File: src/rtl/regfile_wb_arbiter_pkg.sv
// Shared register-file constants and the writeback request record
// used by the writeback arbiter.
package regfile_wb_arbiter_pkg;

  localparam int REG_ADDR_W = 5;
  localparam int REG_DATA_W = 32;
  localparam int NUM_REGS   = 32;

  localparam logic [REG_ADDR_W-1:0] REG_ZERO = 5'd0;

  typedef struct packed {
    logic [REG_ADDR_W-1:0] dest;
    logic [REG_DATA_W-1:0] data;
  } wb_req_t;

endpackage

File: src/rtl/regfile_wb_arbiter_rr_arbiter.sv
// Round-robin one-hot grant: searches the request vector from ptr upward,
// wrapping modulo N. Reusable for any shared resource.
module rr_arbiter #(
  parameter int N     = 3,
  parameter int PTR_W = (N > 1) ? $clog2(N) : 1
) (
  input  logic [N-1:0]     req,
  input  logic [PTR_W-1:0] ptr,
  output logic [N-1:0]     grant,
  output logic [PTR_W-1:0] grant_idx,
  output logic             grant_any
);

  int               sum;
  logic [PTR_W-1:0] sel;

  always_comb begin
    grant     = '0;
    grant_idx = '0;
    grant_any = 1'b0;
    sum       = 0;
    sel       = '0;
    for (int off = 0; off < N; off++) begin
      sum = int'(ptr) + off;
      if (sum >= N) sum = sum - N;
      sel = PTR_W'(sum);
      if (!grant_any && req[sel]) begin
        grant[sel] = 1'b1;
        grant_idx  = sel;
        grant_any  = 1'b1;
      end
    end
  end

endmodule

File: src/rtl/regfile_wb_arbiter.sv
// Shares the register-file write port among NUM_REQ writeback sources.
// Optional per-requester wait counters: define REGFILE_WB_PERF_CNT_EN.
module regfile_wb_arbiter
  import regfile_wb_arbiter_pkg::*;
#(
  parameter int NUM_REQ = 3,
  parameter int DATA_W  = REG_DATA_W,
  parameter int ADDR_W  = REG_ADDR_W
) (
  input  logic                      clk,
  input  logic                      rst,
  input  logic [NUM_REQ-1:0]        req_valid,
  input  logic [NUM_REQ*ADDR_W-1:0] req_dest,
  input  logic [NUM_REQ*DATA_W-1:0] req_data,
  output logic [NUM_REQ-1:0]        req_ready,
  input  logic                      wb_stall,
  output logic                      reg_write_en,
  output logic [ADDR_W-1:0]         reg_write_dest,
  output logic [DATA_W-1:0]         reg_write_data,
  output logic                      wb_busy
`ifdef REGFILE_WB_PERF_CNT_EN
  ,
  output logic [NUM_REQ*16-1:0]     perf_wait_cnt
`endif
);

  localparam int PTR_W = $clog2(NUM_REQ);

  logic               out_valid;
  logic [ADDR_W-1:0]  out_dest;
  logic [DATA_W-1:0]  out_data;
  logic [PTR_W-1:0]   rr_ptr;
  logic [NUM_REQ-1:0] grant;
  logic [PTR_W-1:0]   grant_idx;
  logic               grant_any;
  logic               can_accept;
  logic               xfer;
  logic [ADDR_W-1:0]  win_dest;
  logic [DATA_W-1:0]  win_data;

  rr_arbiter #(.N(NUM_REQ), .PTR_W(PTR_W)) u_rr (
    .req       (req_valid),
    .ptr       (rr_ptr),
    .grant     (grant),
    .grant_idx (grant_idx),
    .grant_any (grant_any)
  );

  // Slot is empty or draining this cycle; rst gates grants so outputs stay quiet.
  assign can_accept = !out_valid || !wb_stall;
  assign xfer       = grant_any && can_accept && !rst;
  assign req_ready  = (can_accept && !rst) ? grant : '0;

  assign win_dest = req_dest[int'(grant_idx)*ADDR_W +: ADDR_W];
  assign win_data = req_data[int'(grant_idx)*DATA_W +: DATA_W];

  always_ff @(posedge clk or posedge rst) begin
    if (rst) begin
      out_valid <= 1'b0;
      out_dest  <= '0;
      out_data  <= '0;
      rr_ptr    <= '0;
    end else begin
      if (xfer) begin
        out_valid <= 1'b1;
        out_dest  <= win_dest;
        out_data  <= win_data;
        rr_ptr    <= (int'(grant_idx) == NUM_REQ-1) ? '0 : grant_idx + PTR_W'(1);
      end else if (!wb_stall) begin
        out_valid <= 1'b0;
      end
    end
  end

  assign reg_write_en   = out_valid && !wb_stall && (out_dest != ADDR_W'(REG_ZERO));
  assign reg_write_dest = out_dest;
  assign reg_write_data = out_data;
  assign wb_busy        = out_valid;

`ifdef REGFILE_WB_PERF_CNT_EN
  logic [15:0] wait_cnt [NUM_REQ];

  always_ff @(posedge clk or posedge rst) begin
    if (rst) begin
      for (int i = 0; i < NUM_REQ; i++) wait_cnt[i] <= '0;
    end else begin
      for (int i = 0; i < NUM_REQ; i++)
        if (req_valid[i] && !req_ready[i] && wait_cnt[i] != 16'hFFFF)
          wait_cnt[i] <= wait_cnt[i] + 16'd1;
    end
  end

  always_comb begin
    perf_wait_cnt = '0;
    for (int i = 0; i < NUM_REQ; i++) perf_wait_cnt[i*16 +: 16] = wait_cnt[i];
  end
`endif

endmodule

File: config.mk
export PLATFORM = sky130hd
export DESIGN_NAME = regfile_wb_arbiter
export DESIGN_NICKNAME = d
export VERILOG_FILES = /design/src/rtl/regfile_wb_arbiter_pkg.sv /design/src/rtl/regfile_wb_arbiter_rr_arbiter.sv /design/src/rtl/regfile_wb_arbiter.sv
export SDC_FILE = /design/constraint.sdc
export NUM_CORES = 1
export LEC_CHECK = 0
export BUFFER_PORTS_ARGS = -buffer_cell sky130_fd_sc_hd__buf_2
export CORE_MARGIN = 5
export CORE_UTILIZATION = 46
export DETAILED_ROUTE_END_ITERATION = 8
export HOLD_SLACK_MARGIN = 0.03
export PLACE_DENSITY = 0.86
export SLEW_MARGIN = 20
export SYNTH_ARGS = -nofsm -noshare
export SYNTH_HDL_FRONTEND = slang
export SYNTH_SLANG_ARGS = --single-unit
export TNS_END_PERCENT = 5
File: constraint.sdc
create_clock -name clk -period 4.3 [get_ports clk]
set_input_delay 0.215 -clock clk [delete_from_list [all_inputs] [get_ports clk]]
set_output_delay 0.215 -clock clk [all_outputs]
set_load 0.005 [all_outputs]
# Word level (Yosys, flattened, before mapping)
# Cells that the tools add are included.
# op_classes
addsub	6
n_lt_le_gt_ge	9
n_eq_ne	2
mux	28
n_reduce_logical	17
bitwise	2
shifts	2
multipliers	1
# ops
operator	n
$shiftx 96x8->32	1
$shiftx 15x6->5	1
$mux 2	7
$mux 3	4
$mux 1	11
$logic_and 1x1->1	10
$lt 2x3->1 const B	3
$bmux 1 s2	3
$demux 1 s2	3
$ge 2x1->1 const B	3
$ge 3x2->1 const B	2
$or 3x3->3	2
$logic_not 1->1	5
$mul 2x3->5 const B	1
$reduce_bool 5->1	1
$sub 2x1->2 const B	2
$add 2x1->3 const B	1
$add 2x2->3 const B	1
$add 2x1->2 const B	1
$eq 2x2->1 const B	1
$ge 2x2->1 const B	1
$ne 2x1->1 const B	1
$sub 2x2->2 const B	1
$logic_or 1x1->1	1
# totals
input_bits	117
reg_bits	40
out_inout_bits	42
word_cells	71

# Depth between registers and ports, before layout
# logic_depth
word_depth	14
depth_mapped	10
ltp_nobuf	7

# Hierarchy
# From an unflattened synthesis, not the netlist that was laid out.
# unflattened
hier_cells	304
area_unflattened_um2	2687.6
# by_module_without_submodules
mod	seq_area_each_um2	n_inst	area_each_um2	cells_each
regfile_wb_arbiter	1001.0	1	2406.1	263
rr_arbiter	0.0	1	281.5	41

# Worst setup path after synthesis
# No wires, ideal clock.
# synth_path
kind	reg-to-reg
startpoint	reg rr_ptr[0]
endpoint	reg out_data[18] (netlist: reg_write_data[18])
n_path_buf	2
setup_time_ns	0.132
path_stages_with_launch	10
t_arrival_ns	2.188
setup_slack_ns	1.980
period_less_slack_ns	2.320
path_cell_list	dfrtp_1 inv_1 ha_1 buf_6 mux2_4 a222oi_1 o31ai_2 buf_6 a32oi_1 o21ai_1
# synth_between
elab_chain_len	13
elab_cells_between_ends	30
cone_classes	add/sub: 5; order compare: 3; shift: 1; mux: 15; reduce/logical: 6
# synth_lines
element	line_no	rtl
start, declared	regfile_wb_arbiter.sv:32	logic [PTR_W-1:0] rr_ptr;
start signal, assigned	regfile_wb_arbiter.sv:68	rr_ptr <= (int'(grant_idx) == NUM_REQ-1) ? '0 : grant_idx + PTR_W'(1);
parallel branches: the longest is 13 deep, another holds $add 2x1->3	-	
end signal, assigned	regfile_wb_arbiter.sv:67	out_data <= win_data;
end, declared	regfile_wb_arbiter.sv:31	logic [DATA_W-1:0] out_data;
# Parallel ways; which one is timed is not known. The select of a mux whose other input is x is not followed.
# A chain may end at the register's enable or synchronous reset.

# Worst setup path in the final report
# layout_path
startpoint	reg rr_ptr[1]
endpoint	reg out_dest[4] (netlist: reg_write_dest[4])
# layout_between
elab_chain_len	13
elab_cells_between_ends	31
cone_classes	add/sub: 5; mul: 1; order compare: 3; shift: 1; mux: 15; reduce/logical: 6
# layout_lines
element	line_no	rtl
parallel branches: the longest is 13 deep, another holds $mul 2x3->5	-	
end signal, assigned	regfile_wb_arbiter.sv:66	out_dest <= win_dest;
end, declared	regfile_wb_arbiter.sv:30	logic [ADDR_W-1:0] out_dest;
# Parallel ways; which one is timed is not known. The select of a mux whose other input is x is not followed.

==> impl_metrics.csv <==
group,metric,value,unit
worst_setup_path,critPathSlowestCell,"o21bai_4",
clock_tree,cts_tree,"built",
synth,syn_nets,360,
layout,antenna_cells,0,
timing,fin_skew,0.007994,ns
detailed_routing,drtAntennaViolNets,0,
timing,report.final.hold_viol_count,0,
global_routing,grt_remaining_overflow,0,
min_path,hold_path_class,"primary input to async pin",
detailed_routing,wirelength,8047,um
layout,drive_gt1_frac,0.4510,
layout,final_design_area_no_fill,3373,um^2
clock_tree,cts-root-buf,"clkbuf_8",
timing,relSlewSlack,0.4481,
timing,timing.final.ws_setup,1.315,ns
synth,synth_seq_cells,40,
detailed_routing,drc,0,
worst_setup_path,arrival,3.12,ns
layout,fillerInstances,431,
worst_setup_path,start_kind,"flop",
worst_setup_path,r2r_slack,1.32,ns
timing,period_share,0.6941,
clock_tree,clk_latency,0.29,ns
floorplanning,rows,26,
detailed_routing,drt_iter0_markers,124,
worst_setup_path,worst_setup_path_end_kind,"flop",
clock_tree,cts_buffer_depth,2,
placement,io_buffers,158,
synth,ys_types,40,
synth,synth_area,2485,um^2
floorplanning,die_height,83.50,um
power,ir_drop,0.3279,mV
clock_tree,post_cts_buffers,0,
floorplanning,die_x,83.50,um
timing,slew_viol_final,0,
worst_setup_path,crit_chain,"inv_1 > ha_1 > mux2i_4 > o211ai_1 > o21bai_4 > buf_4 > mux2i_1 > o21ai_1",
floorplanning,core_area,5172,um^2
timing,finalSetupViolCount,0,
worst_setup_path,cp_max_fo,21,
outcome,outcome,"finished, final reports clean",
timing,rsz0062_at_grt,"false",
worst_setup_path,r2r_end,"reg_write_dest[4]$_DFFE_PP0P_",
synth,synth_area_leader_cell,"dfrtp_1",
worst_setup_path,crit_required,4.43,ns
synth,synth-edff-count,0,
synth,synth_xor_area_frac,0,
synth,yosysSeqAreaShare,0.4028,
timing,finalSetupTns,0,ns
detailed_routing,viasPerCell,5.734,
worst_setup_path,critPathMaxStageDelay,0.61,ns
detailed_routing,wl_per_cell,17.57,um
worst_setup_path,crit_start,"rr_ptr[1]$_DFFE_PP0P_",
worst_setup_path,timing.rr.start,"rr_ptr[1]$_DFFE_PP0P_",
floorplanning,io_pins,159,
power,cellPowerDensity,667.1,nW/um^2
synth,synth_fa_ha_area_frac,0.02014,
global_routing,grt_pass1_wl,13190,um
clock_tree,ctsHoldBuffers,0,
timing,max_freq,0.3350,GHz
global_routing,grt_start_max_net_pins,41,
timing,finalCriticalPeriod,2.985,ns
synth,synth.top_cell.area_share,0.4028,
clock_tree,cts_max_level,2,
placement,place_ws,1.292,ns
floorplanning,start_util,0.4804,
placement,place_area,3283,um^2
floorplanning,dieArea,6971,um^2
synth,synth_compound_area_frac,0.2774,
synth,synth_top_family_by_area,"compound AO/OA/AOI/OAI gates",
global_routing,grt_pass1_vias,2752,
power,leakage,0.001745,uW
global_routing,antenna_found_initial,0,
synth,synth-simple-area-share,0.05337,
global_routing,track_usage,0.2274,
clock_tree,cts_sinks,40,
detailed_routing,dr_total_vias,2626,
clock_tree,clkTransAtPathRegs,0.08,ns
worst_setup_path,critical_path_class,"flop to flop",
timing,tightest_slew,0.8278,ns
synth,synthFlopType,"dfrtp_1",
clock_tree,cts_resized,0,
layout,final_net_count,508,
detailed_routing,firstDrtPassIters,4,
synth,async_flop_share,1.000,
placement,hpwlAfterDp,6012,um
worst_setup_path,worst_r2r_path_depth,8,
clock_tree,cts_buffers,5,
synth,ys_top_cells_by_area,"dfrtp_1, mux2i_1, a32oi_1",
layout,syn_to_final_growth,35.75,%
synth,syn_inst,239,
synth,synthMuxAreaShare,0.1727,
run,timing.max_cap.violations,0,
synth,synth-warning-count,0,
synth,syn_avg_cell_area,10.40,um^2
placement,finalWeightedCongestion,0.8051,
## critical path, delay by kind of cell, from the launching register on
| kind | cells | cell delay (ns) |
|---|---|---|
| adders and majority gates | 1 | 0.38 |
| DFF | 1 | 0.42 |
| muxes | 2 | 0.60 |
| AOI/OAI and AO/OA | 3 | 0.88 |
| buffers and inverters | 2 | 0.55 |
## placed cells by master, fill, tap and decap left out, drive strengths merged, types with 2 or more instances in the layout
cell type,netlist,layout
buf,21,164
o21ai,41,41
dfrtp,40,40
mux2i,39,39
a32oi,36,36
clkbuf,2,8
nand2,7,7
inv,7,6
a21oi,6,6
ha,4,4
nor2,3,3
nand3b,2,2
o21a,2,2
nor2b,2,2
nand2b,2,2
o211ai,2,2
a21o,2,2
nor3,2,2
o21bai,2,2
mux2,2,2
o31ai,2,2
## metrics by stage
stage                     instances  hold slack, ns  power, uW    util
after floorplan                 239          0.3429       1614       -
after global placement          450          0.4057       1962  0.6347
after detailed placement        450          0.4140       2003  0.6347
after CTS                       458         0.09733       2263  0.6522
after global routing            458          0.1278       2435  0.6522
final                           458         0.08444       2250  0.6522
## worst max-delay path by stage
stage / to / slack [ns]
after global routing: reg_write_data[0]$_DFFE_PP0P_ / 1.09
after floorplan: reg_write_data[18]$_DFFE_PP0P_ / 1.98
after detailed placement: reg_write_data[24]$_DFFE_PP0P_ / 1.29
after global placement: rr_ptr[0]$_DFFE_PP0P_ / 1.38
final: reg_write_dest[4]$_DFFE_PP0P_ / 1.32
after CTS: reg_write_data[24]$_DFFE_PP0P_ / 1.29
## synth_stat cells (2+ instances only)
master / instances
buf_2: 11
nand2_1: 7
a21o_1: 2
buf_4: 5
a21oi_1: 6
inv_1: 7
a32oi_1: 36
o21ai_0: 4
nor3_1: 2
dfrtp_1: 40
nand3b_1: 2
clkbuf_1: 2
o21bai_1: 2
buf_6: 5
nor2_1: 3
mux2i_1: 38
nand2b_1: 2
ha_1: 4
o21a_1: 2
nor2b_1: 2
o21ai_1: 37
o211ai_1: 2
## sequential cells by signal (all words and copies together) (netlist names)
name            count
wb_busy             1
reg_write_data     32
rr_ptr              2
reg_write_dest      5
## cell type report
class	instances	area, um^2	area share
Timing Repair Buffer	164	835.8	0.2478
Inverter	7	26.28	0.007789
Clock buffer	8	90.09	0.02671
Sequential cell	40	1001	0.2967
Tap cell	70	87.58	0.02596
Multi-Input combinational cell	169	1333	0.3950
## cell families (layout without fill, tap and decap cells)
group,Yosys count,in the layout
AOI/OAI and AO/OA,100,100
adders and majority gates,4,4
buffers and inverters,30,179
DFF,40,40
muxes,41,41
and+or+nand+nor,24,24
## metal layers
metal / up-vias / routed length (um) / GRT usage
li1: 1230 / - / -
met1: 1270 / 3020 / 0.2733
met2: 116 / 4329 / 0.4089
met3: 10 / 587 / 0.05331
met4: 0 / 110 / 0.05702
met5: - / 0 / 0
## power by group
group          switching (uW)  total, uW  internal, uW
clock                     126        257           131
combinational             729       1320           592
sequential                112        672           560
total                     967       2250          1280
(Power assumes the default switching activity.)
